`config.mk`:
```
export PLATFORM = sky130hd
export DESIGN_NAME = fsm_q6_seq_ctrl_flat
export DESIGN_NICKNAME = d
export VERILOG_FILES = /design/src/rtl/fsm_q6_pkg.sv /design/src/rtl/fsm_q6_seq_ctrl_if.sv /design/src/rtl/fsm_q6_next.sv /design/src/rtl/fsm_q6_seq_ctrl.sv /design/src/flat_wrapper.sv
export SDC_FILE = /design/constraint.sdc
export NUM_CORES = 1
export LEC_CHECK = 0
export BUFFER_PORTS_ARGS = -buffer_cell sky130_fd_sc_hd__buf_2
export CORE_MARGIN = 3
export CORE_UTILIZATION = 40
export CTS_CLUSTER_SIZE = 40
export DETAILED_ROUTE_END_ITERATION = 10
export GPL_TIMING_DRIVEN = 0
export HOLD_SLACK_MARGIN = 0.15
export PLACE_DENSITY = 0.74
export SYNTH_ARGS = -nofsm -noshare
export SYNTH_HDL_FRONTEND = slang
export SYNTH_SLANG_ARGS = --single-unit
```
`constraint.sdc`:
```
create_clock -name clk -period 1.9 [get_ports clk]
set_input_delay 0.095 -clock clk [delete_from_list [all_inputs] [get_ports clk]]
set_output_delay 0.095 -clock clk [all_outputs]
set_load 0.02 [all_outputs]
```
`src/rtl/fsm_q6_pkg.sv`:
```
// Shared types and helpers for the six-state A-F sequencing machine.
package fsm_q6_pkg;

  // State codes as seen on y[3:1]
  typedef enum logic [2:0] {
    S_A = 3'b000,
    S_B = 3'b001,
    S_C = 3'b010,
    S_D = 3'b011,
    S_E = 3'b100,
    S_F = 3'b101
  } state_t;

  // Any code with both upper bits set (110/111) is unused
  localparam logic [2:0] ST_ILLEGAL_MASK = 3'b110;

  // True for the output region {E,F}
  function automatic logic is_zone(input state_t s);
    return (s == S_E) || (s == S_F);
  endfunction

  // True for the six assigned codes 000..101
  function automatic logic is_legal(input logic [2:0] code);
    return (code & ST_ILLEGAL_MASK) != ST_ILLEGAL_MASK;
  endfunction

endpackage

```
`src/rtl/fsm_q6_seq_ctrl_if.sv`:
```
// Host-side bundle for the sequencing controller: stimulus in, state and status out.
interface fsm_q6_seq_ctrl_if #(
  parameter int CNT_W = 8
);
  logic             w_valid;
  logic             w;
  logic             load;
  logic [2:0]       load_state;
  logic             clr_cnt;
  logic [3:1]       y;
  logic             z;
  logic             stepped;
  logic [CNT_W-1:0] z_count;
  logic             load_err;

  modport master (
    output w_valid, w, load, load_state, clr_cnt,
    input  y, z, stepped, z_count, load_err
  );

  modport slave (
    input  w_valid, w, load, load_state, clr_cnt,
    output y, z, stepped, z_count, load_err
  );
endinterface

```
`src/rtl/fsm_q6_next.sv`:
```
// Combinational next-state function of the A-F machine; next_y[2] is the Y2 bit.
module fsm_q6_next
  import fsm_q6_pkg::*;
(
  input  logic [3:1] y,
  input  logic       w,
  output logic [3:1] next_y,
  output logic       illegal
);

  // Table lookup; unused codes fall back to A and raise illegal
  always_comb begin
    next_y  = S_A;
    illegal = 1'b0;
    case (state_t'(y))
      S_A:     next_y = w ? S_A : S_B;
      S_B:     next_y = w ? S_D : S_C;
      S_C:     next_y = w ? S_D : S_E;
      S_D:     next_y = w ? S_A : S_F;
      S_E:     next_y = w ? S_D : S_E;
      S_F:     next_y = w ? S_D : S_C;
      default: illegal = 1'b1;
    endcase
  end

endmodule

```
`src/rtl/fsm_q6_seq_ctrl.sv`:
```
// Sequencing controller for the A-F machine: state register, load/step priority,
// step pulse, saturating {E,F} entry counter and sticky illegal-load flag.
//
//   state | meaning
//   A 000 | idle / restart
//   B 001 | one w=0 seen from A
//   C 010 | second leg
//   D 011 | branch point back to A or into F
//   E 100 | output region, holds on w=0
//   F 101 | output region, leaves on any w
module fsm_q6_seq_ctrl
  import fsm_q6_pkg::*;
#(
  parameter int         CNT_W       = 8,
  parameter logic [2:0] RESET_STATE = 3'b000
)(
  input  logic             clk,
  input  logic             reset,
  fsm_q6_seq_ctrl_if.slave bus
);

  state_t           y_q;
  logic             stepped_q;
  logic [CNT_W-1:0] cnt_q;
  logic             load_err_q;

  logic [3:1]       nx_y;
  logic             nx_illegal;
  logic             zone_entry;

  fsm_q6_next u_next (
    .y       (y_q),
    .w       (bus.w),
    .next_y  (nx_y),
    .illegal (nx_illegal)
  );

  // A step counts only when it crosses from {A..D} into {E,F}
  always_comb begin
    zone_entry = !is_zone(y_q) && is_zone(state_t'(nx_y));
  end

  // Priority: reset > illegal-state recovery > load > step > hold
  always_ff @(posedge clk) begin
    if (reset) begin
      y_q        <= state_t'(RESET_STATE);
      stepped_q  <= 1'b0;
      cnt_q      <= '0;
      load_err_q <= 1'b0;
    end else begin
      stepped_q <= 1'b0;
      if (nx_illegal) begin
        y_q <= S_A;
      end else if (bus.load) begin
        if (is_legal(bus.load_state)) begin
          y_q <= state_t'(bus.load_state);
        end else begin
          load_err_q <= 1'b1;
        end
      end else if (bus.w_valid) begin
        y_q       <= state_t'(nx_y);
        stepped_q <= 1'b1;
        if (zone_entry && (cnt_q != {CNT_W{1'b1}})) begin
          cnt_q <= cnt_q + 1'b1;
        end
      end
      // Clear overrides any increment taken in the same cycle
      if (bus.clr_cnt) begin
        cnt_q <= '0;
      end
    end
  end

  assign bus.y        = y_q;
  assign bus.z        = is_zone(y_q);
  assign bus.stepped  = stepped_q;
  assign bus.z_count  = cnt_q;
  assign bus.load_err = load_err_q;

endmodule

```
`src/flat_wrapper.sv`:
```
// flat-port wrapper written by rule: the top's interface ports become plain ports
module fsm_q6_seq_ctrl_flat import fsm_q6_pkg::*;
#(
  parameter int         CNT_W       = 8,
  parameter logic [2:0] RESET_STATE = 3'b000
)
  (clk, reset, bus_w_valid, bus_w, bus_load, bus_load_state, bus_clr_cnt, bus_y, bus_z, bus_stepped, bus_z_count, bus_load_err);
  fsm_q6_seq_ctrl_if #(.CNT_W(CNT_W)) bus_i ();
  input  logic clk;
  input  logic reset;
  input wire logic [$bits(bus_i.w_valid)-1:0] bus_w_valid;
  input wire logic [$bits(bus_i.w)-1:0] bus_w;
  input wire logic [$bits(bus_i.load)-1:0] bus_load;
  input wire logic [$bits(bus_i.load_state)-1:0] bus_load_state;
  input wire logic [$bits(bus_i.clr_cnt)-1:0] bus_clr_cnt;
  output wire logic [$bits(bus_i.y)-1:0] bus_y;
  output wire logic [$bits(bus_i.z)-1:0] bus_z;
  output wire logic [$bits(bus_i.stepped)-1:0] bus_stepped;
  output wire logic [$bits(bus_i.z_count)-1:0] bus_z_count;
  output wire logic [$bits(bus_i.load_err)-1:0] bus_load_err;
  assign bus_i.w_valid = bus_w_valid;
  assign bus_i.w = bus_w;
  assign bus_i.load = bus_load;
  assign bus_i.load_state = bus_load_state;
  assign bus_i.clr_cnt = bus_clr_cnt;
  assign bus_y = bus_i.y;
  assign bus_z = bus_i.z;
  assign bus_stepped = bus_i.stepped;
  assign bus_z_count = bus_i.z_count;
  assign bus_load_err = bus_i.load_err;
  fsm_q6_seq_ctrl #(.CNT_W(CNT_W), .RESET_STATE(RESET_STATE)) u_core (.clk(clk), .reset(reset), .bus(bus_i));
endmodule
```
== Word-level counts from Yosys, hierarchy flattened ==
Cells that the tools add are included.
Widths: inputs -> output; s select.

* Flip-flop bits (word level): 13
* Latch bits: 0
* Memory bits (writable): 0
* Bits in read-only memories: 0
* Input port bits: 9
* Output and inout bits: 14
* Logic and storage cells: 43
* Memories kept: 0

* Add/sub/neg operators: 1
* Multiply operators: 0
* Divide/modulo/power cells: 0
* $lt $le $gt $ge: 0
* Equality and inequality tests: 10
* Shift-type cells: 0
* Mux-type cells: 9
* Bitwise operators: 3
* Reduce and logical (&&, ||, !) cells: 16

{| class="wikitable"
|+ Operators by type and width
! cell !! number
|-
| $mux 3 || 5
|-
| $eq 3x3->1 const B || 4
|-
| $pmux 3 s4 || 1
|-
| $add 8x1->8 const B || 1
|-
| $ne 8x8->1 const B || 1
|-
| $reduce_or 2->1 || 4
|-
| $eq 3x2->1 const B || 2
|-
| $reduce_or 6->1 || 1
|-
| $reduce_and 4->1 || 1
|-
| $eq 3x1->1 const B || 1
|-
| $logic_not 3->1 || 1
|-
| $mux 1 || 3
|-
| $not 1->1 || 3
|-
| $reduce_and 3->1 || 1
|-
| $reduce_or 3->1 || 1
|-
| $logic_and 1x1->1 || 2
|-
| $logic_or 1x1->1 || 2
|-
| $ne 2x1->1 const B || 1
|-
| $ne 2x2->1 const B || 1
|-
| $reduce_and 2->1 || 1
|-
| $reduce_bool 2->1 || 1
|-
| $logic_not 1->1 || 1
|}

== Logic depth before layout (Yosys ltp) ==
Gate-level depths: netlist of the first run.

* Depth after elaboration: 8
* Depth in mapped cells: 6

== Cells and area by module ==
A second synthesis of the first run with hierarchy kept.

* Cell total of the unflattened synthesis: 87
* Area, all modules: 744.5 sq um

{| class="wikitable"
|+ By module, submodules not included
! module !! instances !! cells an instance !! area each (sq um) !! sequential area each (sq um)
|-
| fsm_q6_seq_ctrl || 1 || 73 || 660.6 || 260.2
|-
| fsm_q6_next || 1 || 14 || 83.8 || 0.0
|}

== Least setup slack after synthesis of the first run ==
Ideal clock, no wire load.

* Path kind: reg-to-reg
* Start point: register u_core.y_q[1], in the netlist u_core.bus.y[2]
* End point: register u_core.cnt_q[4], in the netlist u_core.bus.z_count[4]
* Library setup time: 70 ps
* Arrival: 1522 ps
* Data required time: 1830 ps
* Setup slack: 308 ps
* Stages on the path, launching flop included: 7
* Period minus slack after synthesis: 1592 ps
* Path through: dfxtp_1 buf_4 and4bb_1 o211ai_2 buf_6 or3_1 a21oi_1

* Longest elaborated chain between the ends: 8

{| class="wikitable"
|+ Ends and longest elaborated chain
! item !! RTL line !! source
|-
| start: declaration || fsm_q6_seq_ctrl.sv:22 || <nowiki>state_t y_q;</nowiki>
|-
| start signal: assignment || fsm_q6_seq_ctrl.sv:46 || <nowiki>y_q <= state_t'(RESET_STATE);</nowiki>
|-
| start signal: assignment || fsm_q6_seq_ctrl.sv:56 || <nowiki>y_q <= state_t'(bus.load_state);</nowiki>
|-
| start signal: assignment || fsm_q6_seq_ctrl.sv:61 || <nowiki>y_q <= state_t'(nx_y);</nowiki>
|-
| $eq 3x1->1 (tied with other cells) || fsm_q6_next.sv:15 || <nowiki>case (state_t'(y))</nowiki>
|-
| $reduce_or 2->1 (no source line) || n/a ||
|-
| $pmux 3 s4 || fsm_q6_next.sv:15 ||
|-
| $eq 3x3->1 || fsm_q6_pkg.sv:19 || <nowiki>return (s == S_E) || (s == S_F);</nowiki>
|-
| $logic_or 1x1->1 || fsm_q6_pkg.sv:19 ||
|-
| $logic_and 1x1->1 || fsm_q6_seq_ctrl.sv:40 || <nowiki>zone_entry = !is_zone(y_q) && is_zone(state_t'(nx_y));</nowiki>
|-
| $logic_and 1x1->1 || fsm_q6_seq_ctrl.sv:63 || <nowiki>if (zone_entry && (cnt_q != {CNT_W{1'b1}})) begin</nowiki>
|-
| $reduce_and 4->1 (no source line) * || n/a ||
|-
| end signal: assignment || fsm_q6_seq_ctrl.sv:64 || <nowiki>cnt_q <= cnt_q + 1'b1;</nowiki>
|-
| end: declaration || fsm_q6_seq_ctrl.sv:24 || <nowiki>logic [CNT_W-1:0] cnt_q;</nowiki>
|}

Mark *: on every way between the ends. The rest lies on a longest branch, timed or not.
A chain may end at the register's enable or synchronous reset.

== Final worst setup path of the first run ==
* Start point: register u_core.cnt_q[0], in the netlist u_core.bus.z_count[0]
* End point: register u_core.cnt_q[5], in the netlist u_core.bus.z_count[5]

* Longest elaborated chain between the ends: 3

{| class="wikitable"
|+ Ends and longest elaborated chain
! item
|-
| parallel branches: the longest is 3 deep, another holds $add 8x1->8
|}

Several ways; the timed one is not identified.

==> results of run 1 <==
[metal layers]
metal / up-vias / track usage (%)
met3: 2 / 5.64
li1: 368 / -
met5: - / 0
met1: 329 / 21.0
met4: 0 / 8.06
met2: 20 / 21.9
[worst paths after layout]
path,endpoint,depth (start not counted),slack (ps)
min,u_core.bus.y[1],3,210
min reg2reg,u_core.bus.z_count[7],2,500
max reg2reg,u_core.bus.z_count[5],5,340
max,u_core.bus.z_count[5],5,340
[final cells by class]
type,count,area share (%)
clock buffers,4,2.96
multi-input cells,61,43.3
inverters,5,2.12
plain buffers,4,3.10
well taps,16,2.26
flip-flops and latches,13,29.3
repair buffers,26,16.9
[timing repair]
item	CTS	global route
endpoints found under the hold margin	5	0
setup buffers	0	0
resized for setup	0	0
hold buffers	4	0
[kinds of logic (layout without fill, tap and decap cells)]
logic type      Yosys count  after routing  synth area share, %
xor+xnor                  2              2                 2.54
fa+ha+maj                 1              1                 1.81
compound gates           26             26                 24.1
simple gates             31             31                 25.7
buf+inv                   9             39                 6.70
flops                    13             13                 37.7
mux                       1              1                 1.45
[power groups by stage]
stage	combinational (mW)	sequential, mW	clock (mW)
after global routing	0.113	0.288	0.195
after floorplan	0.0546	0.303	0
after CTS	0.103	0.287	0.182
after detailed placement	0.0958	0.293	0
final	0.103	0.287	0.175
after global placement	0.0940	0.293	0
[state kept, by name, summed over array words and instances, names as in the netlist]
register / cells
u_core.bus.z_count: 8
u_core.bus.load_err: 1
u_core.bus.y: 3
u_core.bus.stepped: 1
[worst max-delay path, delay by kind of cell (launching register included)]
family / cells / cell delay (ps)
simple gates: 2 / 610
compound gates: 2 / 280
flops: 1 / 350
fa+ha+maj: 1 / 250
[through the flow]
step	cell area, um2	hold slack (ps)	power [mW]
2_1_floorplan	691	199	0.357
3_3_place_gp	821	322	0.387
3_5_place_dp	821	322	0.389
4_1_cts	887	198	0.571
5_1_grt	887	215	0.595
6_report	887	210	0.565
[cell usage after synthesis]
cell type,count
a211oi_1,2
buf_1,1
mux2i_1,1
or3_2,2
or2b_1,1
nand3_1,5
nand4_1,1
o211ai_2,1
a21o_2,1
o31ai_1,3
xor2_1,2
a21oi_1,11
ha_1,1
nor2_1,6
nor3_1,1
o32ai_1,1
buf_6,1
nor4_1,2
clkbuf_2,1
o2111a_1,1
and4bb_1,1
nand2_1,4
o21ai_0,4
or2b_2,1
inv_1,5
buf_4,1
dfxtp_1,13
or4_1,3
or2_2,2
o22ai_1,2
or3_1,2
==> metrics.md, run 1 <==
| Metric | Value |
|---|---|
| Switching part of the total | `27.7%` |
| Post-route setup slack | `339 ps` |
| Critical-path maximum fanout | `5` |
| Tightest Pin Transition | `368 ps` |
| Die height | `47.6 um` |
| Number of fill cells in the layout | `151` |
| Mapped Cells | `83` |
| Fraction of layout cells with a size suffix above 1 | `31.0%` |
| Post-synth cell types | `31` |
| Min Tclk post-route | `1560 ps` |
| Htree depth | `1` |
| Clock Power Share | `31.0%` |
| Yosys top cell area share | `37.7%` |
| Number of global-route vias before repair | `567` |
| Max Root-Sink Buffers | `2` |
| PwrDens | `636 mW/mm2` |
| Max-cap violation count | `0` |
| Gr ovfl total | `0` |
| Unrepaired setup endpoints after global routing | `no` |
| Final nets | `124` |
| N_diodes | `0` |
| Cell taking the most area after synthesis | `dfxtp_1` |
| Outcome | `complete, no violations` |
| CP required | `2110 ps` |
| Setup crit start kind | `flop` |
| PortBufs | `22` |
| Origin of the worst setup path | `u_core.bus.z_count[0]` |
| Most frequent cells in the layout | `22 x buf_2, 13 x dfxtp_1, 11 x a21oi_1, 6 x nor2_1` |
| Sequential share of power | `50.8%` |
| Largest net degree at the start of global routing | `11` |
| Final instance count without filler cells | `129` |
| Core region area | `0.00156 mm2` |
| Core Util, Final | `56.9%` |
| Leakage | `0.392 nW` |
| Largest stage delay, worst path | `500 ps` |
| Sw Pwr | `156 uW` |
| Setup WS pre-CTS | `347 ps` |
| Clock transition at path regs | `80 ps` |
| DRC Markers | `0` |
| Multi-input gate area | `384 um2` |
| Drt pass-1 iters | `4` |
| Detailed route wirelength on metal3 | `89 um` |
| Final setup TNS | `0 ps` |
| Largest cells by area after synthesis | `dfxtp_1 38%, a21oi_1 8.0%, nand3_1 3.6%, nor2_1 3.3%, o31ai_1 3.3%` |
| Crit path capture type | `flop` |
| DP HPWL | `1170 um` |
| Comb power frac | `18.2%` |
| Chip width | `47.6 um` |
| Final setup violation count | `0` |
| CTS Buf Count | `3` |
| Critical path, cell by cell | `ha_1 > nand3_1 > o211ai_2 > or4_1 > a21oi_1` |
| Worst hold path type | `in2reg` |
| Slew headroom | `75.5%` |
| Commonest non-fill, non-tap cell in the layout | `buf_2` |
| Mapped Area | `691 um2` |
| Aggregate routed wire length | `1550 um` |
| Post-DRT Antenna Nets | `0` |
| Highest routed metal layer | `met4` |
| Placement row count | `14` |
| Worst EP arrival | `1770 ps` |
| Period utilisation layout | `82.2%` |
| Critical R2R Launch | `u_core.bus.z_count[0]` |
| Mapped Nets | `93` |
| Final slew viol count | `0` |
| Total GRT Usage | `15.7%` |
| Sequential-to-total area share from yosys stat | `37.7%` |
| First-pass GRT wire length | `2420 um` |
| Placed cells | `121` |
| Clock sink total | `13` |
| Final Skew | `1.76 ps` |
| Routed via count | `719` |
| Initial antenna violation count | `0` |
| Worst hold path startpoint | `bus_load_state[0]` |
| Max Clk Rate | `641 MHz` |
| Via-to-Cell Ratio | `5.57` |
| P_int | `408 uW` |
| Initial Util | `44.3%` |
| Maximum vdd ir drop | `0.000311 V` |
| FF+latch area | `260 um2` |
| Wire length on met2 | `691 um` |
| Mapped Avg Cell Area | `8.32 um2` |
| Critical path's slowest cell | `or4_1` |
| Wire per inst | `12.0 um` |
| Area delta synth->final | `28.4%` |
| CTS tree | `yes` |
| DR iter-0 viols | `17` |
| Yosys reg bits | `13` |
| Setup CP Type | `reg2reg` |
| I/O Pins | `23` |
| Worst skew pair latency | `280 ps` |
| Final Wtd Congestion | `0.820` |
| Area of the die | `0.00226 mm2` |
| Final hold vios | `0` |
| Yosys Warn Count | `0` |
| Metal-1 WL | `758 um` |
| Clk root buf | `clkbuf_4` |
No activity file was read; power rests on OpenSTA's default activity.
==> run 2, diff against run 1 <==
- ABC_AREA: not set -> 1
- clock period: 1.9 -> 1.29 ns (I/O delays scaled with it)
==> metrics.md, run 2 <==
| Metric | Value |
|---|---|
| Outcome | `complete, no violations` |
| Min Tclk post-route | `1230 ps (-336 ps)` |
| Total power draw | `850 uW (+51%)` |
| R2R Path End | `u_core.bus.z_count[3]` |
| Setup WS pre-CTS | `-42.6 ps (-389 ps)` |
| Tightest Pin Transition | `498 ps (+130 ps)` |
| Final Skew | `5.23 ps (+3.47 ps)` |
| Cell taking the most area after synthesis | `dfxtp_1` |
| Max Root-Sink Buffers | `2 (unchanged)` |
| Final nets | `175 (+41%)` |
| Period utilisation layout | `95.0% (+13 points)` |
| Setup CP Type | `reg2reg` |
| Max reg flops | `8 (unchanged)` |
| Number of global-route vias before repair | `762 (+34%)` |
| Worst EP arrival | `1420 ps (-350 ps)` |
| Area of the die | `0.00261 mm2 (+15%)` |
| Crit path capture type | `flop` |
| Mapped Nets | `135 (+45%)` |
| Chip width | `51.1 um (+7.4%)` |
| Yosys top cell area share | `32.0% (-5.6 points)` |
| Wire per inst | `10.8 um (-9.9%)` |
| Core region area | `0.00182 mm2 (+17%)` |
| Placed cells | `172 (+42%)` |
| Routed via count | `900 (+25%)` |
| Fraction of layout cells with a size suffix above 1 | `32.9% (+2.0 points)` |
| PwrDens | `748 mW/mm2 (+18%)` |
| I/O Pins | `23 (unchanged)` |
| Largest net degree at the start of global routing | `11 (unchanged)` |
| Most frequent cells in the layout | `29 x nand2_1, 21 x buf_2, 18 x inv_1, 16 x nor2_1, 10 x nand3_1` |
| First-pass GRT wire length | `3160 um (+31%)` |
| Ys flop type | `dfxtp_1` |
| Final hold vios | `0 (unchanged)` |
| Critical-path maximum fanout | `7 (+2)` |
| Aggregate routed wire length | `2040 um (+32%)` |
| Clock sink total | `13 (unchanged)` |
| Clock transition at path regs | `90 ps (about the same)` |
| Leakage | `0.559 nW (+43%)` |
| CTS tree | `yes` |
| Mapped Avg Cell Area | `6.50 um2 (-22%)` |
| Async set-or-reset flop fraction in the synthesized netlist | `0% (unchanged)` |
| Slew headroom | `66.7% (-8.8 points)` |
| Final Wtd Congestion | `0.805 (-1.8%)` |
| Final slew viol count | `0 (unchanged)` |
| Die height | `51.1 um (+7.4%)` |
| Worst Hold Path EP | `u_core.bus.stepped` |
| Number of fill cells in the layout | `174 (+15%)` |
| CTS Buf Count | `3 (unchanged)` |
| Via-to-Cell Ratio | `4.76 (-15%)` |
| Setup crit start kind | `flop` |
| R2r worst-path depth | `7 (+2)` |
| Sequential-to-total area share from yosys stat | `32.0% (-5.6 points)` |
| Mapped Cells | `125 (+51%)` |
| Count leader, synth | `nand2_1` |
| Mapped Area | `812 um2 (+18%)` |
| Final setup violation count | `0 (unchanged)` |
| EDFF count, synth | `0 (unchanged)` |
| Post-route setup slack | `64.8 ps (-274 ps)` |
| Post-DRT Antenna Nets | `0 (unchanged)` |
| DRC Markers | `0 (unchanged)` |
| Clk root buf | `clkbuf_4` |
| N_diodes | `0 (unchanged)` |
| Placement row count | `15 (+1)` |
| Total GRT Usage | `15.8% (+0.13 points)` |
| Drt pass-1 iters | `6 (+2)` |
| Multi-input gate area | `493 um2 (+28%)` |
| Worst Hold Depth | `4 (+1)` |
| Htree depth | `1 (unchanged)` |
| DP HPWL | `1380 um (+18%)` |
| Max Clk Rate | `816 MHz (+27%)` |
| Max-cap violation count | `0 (unchanged)` |
| Worst hold path startpoint | `bus_load` |
| Core Util, Final | `62.4% (+5.5 points)` |
| Worst skew pair latency | `270 ps (about the same)` |
| Worst R2R Setup Slack | `60 ps (-270 ps)` |
| Initial antenna violation count | `0 (unchanged)` |
| Initial Util | `44.6% (+0.30 points)` |
| Largest cells by area after synthesis | `dfxtp_1 32%, nand2_1 13%, inv_1 9.2%, nor2_1 8.3%, nand3_1 6.2%` |
| Worst hold path type | `in2reg` |
| Final instance count without filler cells | `189 (+47%)` |
| Post-synth cell types | `20 (-35%)` |
| PortBufs | `22 (unchanged)` |
| CP required | `1490 ps (-620 ps)` |
| Unrepaired setup endpoints after global routing | `no` |
| Yosys Warn Count | `0 (unchanged)` |
| Area delta synth->final | `39.9%` |
| Yosys reg bits | `13 (unchanged)` |
| DR iter-0 viols | `18 (+1)` |
| Commonest non-fill, non-tap cell in the layout | `nand2_1` |
| Critical R2R Launch | `u_core.bus.y[2]` |
| FF+latch area | `275 um2 (+5.8%)` |
| Maximum vdd ir drop | `0.000572 V (+84%)` |
| Gr ovfl total | `0 (unchanged)` |
| Post-synth top cells | `29 x nand2_1, 20 x inv_1, 18 x nor2_1` |
==> run 2: cell count changes after synthesis, moves of 4 or more <==
cell	previous run	this run
inv_1	5	20
nand3_1	5	10
o21ai_1	0	4
nand4_1	1	6
nand2_1	4	29
nor2_1	6	18
==> run 2: final cells by class <==
class | count | share of cell area [%]
Inverter | 23 | 7.82
Tap cell | 25 | 2.75
Sequential cell | 13 | 24.2
Multi-Input combinational cell | 90 | 43.4
Timing Repair Buffer | 34 | 19.5
Clock buffer | 4 | 2.31
==> run 2: worst max-delay path, cell delays in order, from the launching register on <==
cell     delay, ps
dfxtp_4        400
inv_2           60
nand2_4         70
nand3_4         90
nor2_8         170
buf_6          140
nand3_1         80
a21oi_1        150
==> run 2: where the power goes <==
part	switching, mW	total (mW)	leakage [nW]	internal, mW
Combinational	0.103	0.171	0.435	0.0682
Sequential	0.0170	0.428	0.109	0.410
Clock	0.132	0.251	0.0150	0.119
==> run 2: per-stage QoR <==
stage,area [um2],hold WS (ps),setup TNS [ps]
floorplan,820,192,0
global placement,961,341,-22.0
detailed placement,961,338,-66.9
CTS,1060,178,0
global route,1140,241,0
finish,1140,194,0
==> run 2: worst max-delay path by stage <==
stage	from	end	cells after the start
final	u_core.bus.y[2]	u_core.bus.z_count[3]	7
after global routing	u_core.bus.z_count[1]	u_core.bus.z_count[0]	7
after CTS	u_core.bus.y[2]	u_core.bus.z_count[0]	7
after detailed placement	u_core.bus.z_count[0]	u_core.bus.z_count[0]	8
after global placement	u_core.bus.z_count[0]	u_core.bus.z_count[0]	8
after floorplan	u_core.bus.z_count[2]	u_core.bus.z_count[0]	7
==> run 2: cells by family after synthesis <==
group / synth area share, %
adder cells (fa/ha/maj): 1.54
flip-flops: 32.0
AO/OA/AOI/OAI: 9.24
XOR/XNOR: 1.08
AND/OR/NAND/NOR: 45.3
buffers and inverters: 10.8
==> run 2: metal layers <==
layer / vias to the layer above / part of all wire (%) / global-route usage (%)
met5: - / 0 / 0
met4: 0 / 0.83 / 5.38
met3: 2 / 3.9 / 3.50
met2: 20 / 48 / 26.2
met1: 400 / 47 / 20.0
li1: 478 / - / -
==> run 2: repair_timing <==
| action | 4_1_cts | 5_1_grt |
|---|---|---|
| hold buffers | 6 | 0 |
| endpoints found under the setup margin | 2 | 8 |
| endpoints found under the hold margin | 8 | 0 |
| cloned | 0 | 1 |
| pin swaps | 1 | 4 |
| buffers inserted | 1 | 6 |
| resized for setup | 1 | 15 |
